`src/rtl/aes_pkg.sv`:
```
// Shared AES types, round constants and GF(2^8) helpers.
// Used by the key schedule blocks and the S-box.
package aes_pkg;

   typedef logic [127:0] aes_block_t;
   typedef logic [31:0]  aes_word_t;

   typedef enum logic [1:0] {IDLE, RUN, DONE} ks_state_e;

   localparam logic [7:0] RCON [1:10] = '{
      8'h01, 8'h02, 8'h04, 8'h08, 8'h10,
      8'h20, 8'h40, 8'h80, 8'h1b, 8'h36
   };

   // Step Rcon back one round: undo xtime, including the 0x80 -> 0x1b wrap.
   function automatic logic [7:0] inv_xtime(input logic [7:0] r);
      return (r == 8'h1b) ? 8'h80 : {1'b0, r[7:1]};
   endfunction

   function automatic logic [7:0] gf_mul(input logic [7:0] a,
                                         input logic [7:0] b);
      logic [7:0] p;
      logic [7:0] t;
      p = 8'h00;
      t = a;
      for (int i = 0; i < 8; i++) begin
         if (b[i]) p = p ^ t;
         t = {t[6:0], 1'b0} ^ (t[7] ? 8'h1b : 8'h00);
      end
      return p;
   endfunction

endpackage

```
`src/rtl/aes_sbox.sv`:
```
// Forward AES S-box, computed as GF(2^8) inverse plus affine map.
// The inverse is x^254, so zero maps to zero as the cipher requires.
module aes_sbox
   import aes_pkg::*;
(
   input  logic [7:0] a_i,
   output logic [7:0] s_o
);

   logic [7:0] x2, x3, x6, x12, x15, x30, x60, x120, x240, x252, inv;

   assign x2   = gf_mul(a_i, a_i);
   assign x3   = gf_mul(x2, a_i);
   assign x6   = gf_mul(x3, x3);
   assign x12  = gf_mul(x6, x6);
   assign x15  = gf_mul(x12, x3);
   assign x30  = gf_mul(x15, x15);
   assign x60  = gf_mul(x30, x30);
   assign x120 = gf_mul(x60, x60);
   assign x240 = gf_mul(x120, x120);
   assign x252 = gf_mul(x240, x12);
   assign inv  = gf_mul(x252, x2);

   assign s_o = inv
              ^ {inv[6:0], inv[7]}
              ^ {inv[5:0], inv[7:6]}
              ^ {inv[4:0], inv[7:5]}
              ^ {inv[3:0], inv[7:4]}
              ^ 8'h63;

endmodule

```
`src/rtl/aes_inv_keyexp.sv`:
```
// Reverse AES-128 key schedule: walks from round NR down to round 0,
// one round per clock, streaming each round key and holding the cipher key.
module aes_inv_keyexp
   import aes_pkg::*;
#(
   parameter int NR = 10
) (
   input  logic         clk,
   input  logic         rst,
   input  logic         start,
   input  logic [127:0] in,
   output logic         finish,
   output logic [127:0] key,
   output logic [127:0] rk,
   output logic [3:0]   rk_round,
   output logic         rk_valid
);

   localparam logic [3:0] NR4 = 4'(NR);

   ks_state_e  state_q;
   aes_block_t rk_q, rk_d, key_q;
   logic [3:0] rnd_q, rnd_d;
   logic [7:0] rcon_q;
   logic       vld_q, fin_q;

   aes_word_t w0, w1, w2, w3;
   aes_word_t n0, n1, n2, n3;
   aes_word_t rot, sub;

   assign w0 = rk_q[31:0];
   assign w1 = rk_q[63:32];
   assign w2 = rk_q[95:64];
   assign w3 = rk_q[127:96];

   assign n3 = w3 ^ w2;
   assign n2 = w2 ^ w1;
   assign n1 = w1 ^ w0;

   // Byte 0 of the rotated word is byte 1 of n3 (little-endian byte order).
   assign rot = {n3[7:0], n3[31:24], n3[23:16], n3[15:8]};

   for (genvar i = 0; i < 4; i++) begin : g_sub
      aes_sbox u_sbox (
         .a_i (rot[8*i +: 8]),
         .s_o (sub[8*i +: 8])
      );
   end

   assign n0    = w0 ^ sub ^ {24'h0, rcon_q};
   assign rk_d  = {n3, n2, n1, n0};
   assign rnd_d = rnd_q - 4'd1;

   // Control FSM with all outputs registered; start low aborts or releases.
   always_ff @(posedge clk or negedge rst) begin
      if (!rst) begin
         state_q <= IDLE;
         rk_q    <= '0;
         rnd_q   <= '0;
         rcon_q  <= '0;
         vld_q   <= 1'b0;
         fin_q   <= 1'b0;
         key_q   <= '0;
      end else begin
         unique case (state_q)
            IDLE: begin
               if (start) begin
                  rk_q    <= in;
                  rnd_q   <= NR4;
                  rcon_q  <= RCON[NR];
                  vld_q   <= 1'b1;
                  state_q <= RUN;
               end
            end
            RUN: begin
               if (!start) begin
                  vld_q   <= 1'b0;
                  fin_q   <= 1'b0;
                  state_q <= IDLE;
               end else begin
                  rk_q   <= rk_d;
                  rnd_q  <= rnd_d;
                  rcon_q <= inv_xtime(rcon_q);
                  if (rnd_d == 4'd0) begin
                     key_q   <= rk_d;
                     fin_q   <= 1'b1;
                     state_q <= DONE;
                  end
               end
            end
            DONE: begin
               vld_q <= 1'b0;
               if (!start) begin
                  fin_q   <= 1'b0;
                  state_q <= IDLE;
               end
            end
            default: state_q <= IDLE;
         endcase
      end
   end

   assign finish   = fin_q;
   assign key      = key_q;
   assign rk       = rk_q;
   assign rk_round = rnd_q;
   assign rk_valid = vld_q;

endmodule

```
`config.mk`:
```
export PLATFORM = sky130hd
export DESIGN_NAME = aes_inv_keyexp
export DESIGN_NICKNAME = d
export VERILOG_FILES = /design/src/rtl/aes_pkg.sv /design/src/rtl/aes_sbox.sv /design/src/rtl/aes_inv_keyexp.sv
export SDC_FILE = /design/constraint.sdc
export NUM_CORES = 2
export LEC_CHECK = 0
export BUFFER_PORTS_ARGS = -buffer_cell sky130_fd_sc_hd__buf_2
export CAP_MARGIN = 20
export CORE_ASPECT_RATIO = 1.2
export CORE_MARGIN = 4
export CORE_UTILIZATION = 35
export CTS_BUF_LIST = sky130_fd_sc_hd__clkbuf_8
export CTS_CLUSTER_DIAMETER = 80
export DETAILED_ROUTE_END_ITERATION = 16
export GPL_TIMING_DRIVEN = 0
export HOLD_SLACK_MARGIN = 0.15
export PLACE_DENSITY = 0.49
export SLEW_MARGIN = 5
export SYNTH_ARGS = -nofsm -noshare
export SYNTH_HDL_FRONTEND = slang
export SYNTH_HIERARCHICAL = 1
export SYNTH_SLANG_ARGS = --single-unit
```
`constraint.sdc`:
```
create_clock -name clk -period 24.9 [get_ports clk]
set_clock_uncertainty 0.1 [all_clocks]
set_input_delay 4.98 -clock clk [delete_from_list [all_inputs] [get_ports clk]]
set_output_delay 4.98 -clock clk [all_outputs]
set_load 0.01 [all_outputs]
```
==> summary.txt <==
Yosys
  • Fraction of synthesized cell area taken by the top area cell type: between 15 and 20%
  • Count leader, synth: sky130_fd_sc_hd__xnor2_1
  • Cell variety after synth: 104
  • Synthesized Nets: 6865
  • Library cell with the largest summed area after synthesis: sky130_fd_sc_hd__xnor2_1
  • Syn Std Cell Area: 57850 µm²
  • Share of synthesized flip-flops with an asynchronous set or reset: between 90% and 100%
  • Number of warnings issued by yosys: 6
  • Mean cell area of the mapped netlist: 8.633 µm²
  • Post-Syn Instances: between 6000 and 7000
  • Number of enable flip-flop cells after synthesis: 0
  • Count of state elements after synthesis: 272
  • Top post-synthesis cells by area: sky130_fd_sc_hd__xnor2_1, sky130_fd_sc_hd__dfrtp_1, sky130_fd_sc_hd__xnor3_1
  • Share of the yosys chip area belonging to registers: a little under an eighth
  • Primary FF master, synth: sky130_fd_sc_hd__dfrtp_1
  • Top cells by instance count after synthesis: sky130_fd_sc_hd__xnor2_1, sky130_fd_sc_hd__nor2_1, sky130_fd_sc_hd__nand2_1, sky130_fd_sc_hd__xor2_1, sky130_fd_sc_hd__a21oi_1

STA
  • Number of hold-slack violations in the final timing report: 0
  • Period utilization: a little over nine tenths
  • Final count of negative-setup-slack endpoints: 0
  • Setup tns final: 0 ps
  • Slew of the pin with the lowest slew margin: 1111 ps
  • Fmax: 42.81 MHz
  • Clock period minus final worst setup slack: 23360 ps
  • Tightest slew margin relative to the limit: between 20% and 30%
  • Setup repair after global routing missed its margin: no
  • Total count of max-transition violations in the final report: 0

Global routing
  • Tot GR Track Use: approximately a quarter
  • Wire length of the first global-routing pass: 317.1 mm
  • Number of global-route vias before repair: ~50000
  • Largest net degree at the start of global routing: just under 100
  • Remaining global-route overflow: 0
  • Initial antenna violation count: 17

Layout
  • Area grow syn2layout: 10.06%
  • Final layout net count: around 7300
  • Fraction of layout cells with a size suffix above 1: between 15 and 20%

Placement
  • # port buffers: 391
  • Estimated wirelength of the detail-placed design: 167.0 mm
  • Last weighted congestion value of the routability-driven placer: between 0.9 and 1

Clocking
  • CTS sink cnt: between 200 and 300
  • Clock slew at reported path FFs: 60 ps
  • Clock buffer depth: 3
  • Num CTS Buffers: 50
  • H-tree level count: 2
  • Root buf cell: sky130_fd_sc_hd__clkbuf_8
  • Skew-Pair Late Insertion Delay: roughly 650 ps
  • TritonCTS clock tree: built

Route
  • Vias per inst: ~5.5
  • Vias after detailed routing: ~51000
  • Router iterations before antenna repair: 6
  • DRC violations left: 0
  • Residual antenna-violating net count after detailed routing: 0
  • Post-Route WL: about 210 mm
  • Starting DRT DRC Count: 3687
  • Detailed-route wire length per cell: 22.44 µm

Critical path
  • Worst-case register-to-register setup slack: 1540 ps
  • Top cell family by delay on the critical path: XOR/XNOR gates
  • Startpoint-to-endpoint class of the critical path: reg2reg
  • Data arrival time of the critical path: between 20000 and 25000 ps
  • Cell type with the highest occurrence count on the critical path: sky130_fd_sc_hd__xnor2_1
  • Critical path capture point type: flip-flop
  • Buffering stage count on the worst path with inverters included: 14
  • Crit path max fanout: 10
  • CP max-delay cell: sky130_fd_sc_hd__xor2_1
  • CP Data Required Time: between 20000 and 30000 ps
  • CP startpoint: rk[117]
  • RR Startpoint: rk[117]
  • Launching element type of the critical path: flip-flop
  • Worst stage delay on the critical path: roughly 830 ps

Die
  • Initial cell density of the core: 35.19%
  • Core ar.: between 150000 and 200000 µm²
  • DIE HEIGHT: around 450 µm
  • Horizontal extent of the die: ~380 µm
  • I/O Pins: 393
  • Std cell rows: between 150 and 200
  • Die area: 171900 µm²

Worst hold path
  • Class of the tightest hold or removal check: reg2reg
  • Worst hold start: key[100]

Flow run
  • Maximum Capacitance Violations: 0

Status
  • Run status: completed
[worst reg2reg max path: cells and delay by family (launching register included)]
kind	cells	cell delay [ps]
xor+xnor	30	12550
buf+inv	14	4020
compound gates	11	2640
simple gates	9	1450
fa+ha+maj	4	1300
mux	2	640
flops	1	550
[sequential cells by signal, indices dropped and copies added, names as in the netlist]
name / flops
state_q: 2
rk: 128
finish: 1
rk_round: 4
rcon_q: 8
rk_valid: 1
key: 128
[final cells by class]
type | count | area, µm²
Multi-Input combinational cell | 5879 | 48530
Sequential cell | 272 | 6807
Tap cell | 2145 | 2684
Inverter | 89 | 334.1
Clock inverter | 28 | 177.7
Antenna cell | 8 | 20.02
Clock buffer | 57 | 784.5
Timing Repair Buffer | 398 | 2079
Buffer | 461 | 2252
Fill cell | 16898 | 100700
[worst paths after layout]
kind                       depth (start not counted)       end
setup / recovery                                  70   key[11]
hold / removal                                     1  key[100]
setup reg to reg                                  70   key[11]
hold reg to reg                                    1  key[100]
max in group asynchronous                          3  key[113]
min in group asynchronous                          1   key[92]
[stage by stage]
stage	cell area [µm²]	std cells	hold WS, ps	util [%]	setup slack (ps)
2_1_floorplan	57850	6701	405.4	-	6383
3_3_place_gp	62490	9237	390.0	38.01	1055
3_5_place_dp	62600	9241	389.0	38.08	1056
4_1_cts	63560	9326	405.9	38.67	875.9
5_1_grt	63660	9334	421.3	38.73	59.83
6_report	63670	9337	405.8	38.73	1540
[metal layers]
layer / part of all wire, % / track usage, % / wire length, µm
met4: 4.3 / 8.800 / 9036
met2: 47 / 39.48 / 98680
met1: 43 / 30.86 / 90320
met3: 5.4 / 2.741 / 11360
met5: 0.047 / 0 / 99
[kinds of logic after synthesis]
logic type	synth area share, %
flip-flops	11.77
XOR/XNOR	42.45
multiplexers	7.244
buffers and inverters	4.471
AO/OA/AOI/OAI	17.29
AND/OR/NAND/NOR	16.06
adder cells (fa/ha/maj)	0.7138
[placed cells by master, fill, tap and decap left out, types with 25 or more instances in the layout]
master / netlist / routed
sky130_fd_sc_hd__xnor2_1: 1093 / 1087
sky130_fd_sc_hd__nor2_1: 597 / 597
sky130_fd_sc_hd__nand2_1: 539 / 539
sky130_fd_sc_hd__buf_2: 94 / 484
sky130_fd_sc_hd__xor2_1: 472 / 468
sky130_fd_sc_hd__a21oi_1: 344 / 344
sky130_fd_sc_hd__clkbuf_1: 272 / 272
sky130_fd_sc_hd__dfrtp_1: 272 / 272
sky130_fd_sc_hd__o21ai_0: 261 / 261
sky130_fd_sc_hd__xnor3_1: 236 / 236
sky130_fd_sc_hd__nand3_1: 212 / 212
sky130_fd_sc_hd__mux2i_1: 188 / 188
sky130_fd_sc_hd__o22ai_1: 165 / 165
sky130_fd_sc_hd__nor3_1: 132 / 132
sky130_fd_sc_hd__mux2_4: 120 / 120
sky130_fd_sc_hd__xnor2_2: 96 / 102
sky130_fd_sc_hd__o22a_1: 100 / 100
sky130_fd_sc_hd__inv_1: 69 / 88
sky130_fd_sc_hd__nand2b_1: 65 / 65
sky130_fd_sc_hd__a211oi_1: 64 / 64
sky130_fd_sc_hd__xor3_1: 64 / 64
sky130_fd_sc_hd__and3_1: 60 / 60
sky130_fd_sc_hd__nor2b_1: 57 / 57
sky130_fd_sc_hd__clkbuf_8: 0 / 57
sky130_fd_sc_hd__o211ai_1: 53 / 53
sky130_fd_sc_hd__or3_1: 52 / 52
sky130_fd_sc_hd__a31oi_1: 49 / 49
sky130_fd_sc_hd__buf_4: 44 / 48
sky130_fd_sc_hd__and2_1: 45 / 45
sky130_fd_sc_hd__a21o_1: 44 / 44
sky130_fd_sc_hd__o21ai_1: 42 / 42
sky130_fd_sc_hd__xor2_2: 36 / 40
sky130_fd_sc_hd__mux2_2: 37 / 37
sky130_fd_sc_hd__buf_1: 33 / 33
sky130_fd_sc_hd__ha_1: 33 / 33
sky130_fd_sc_hd__xnor2_4: 32 / 32
sky130_fd_sc_hd__xnor3_2: 28 / 28
sky130_fd_sc_hd__nor3b_1: 26 / 26
sky130_fd_sc_hd__nand4_1: 25 / 25
[repair_timing]
action / 4_1_cts / 5_1_grt
buffers inserted: 0 / 0
resized for setup: 0 / 9
setup endpoints to repair: 0 / 40
hold buffers: 0 / 0
Power is left out: the tool's default activity adds up to more than one toggle a clock period on the data nets, which glitch-free logic cannot reach.
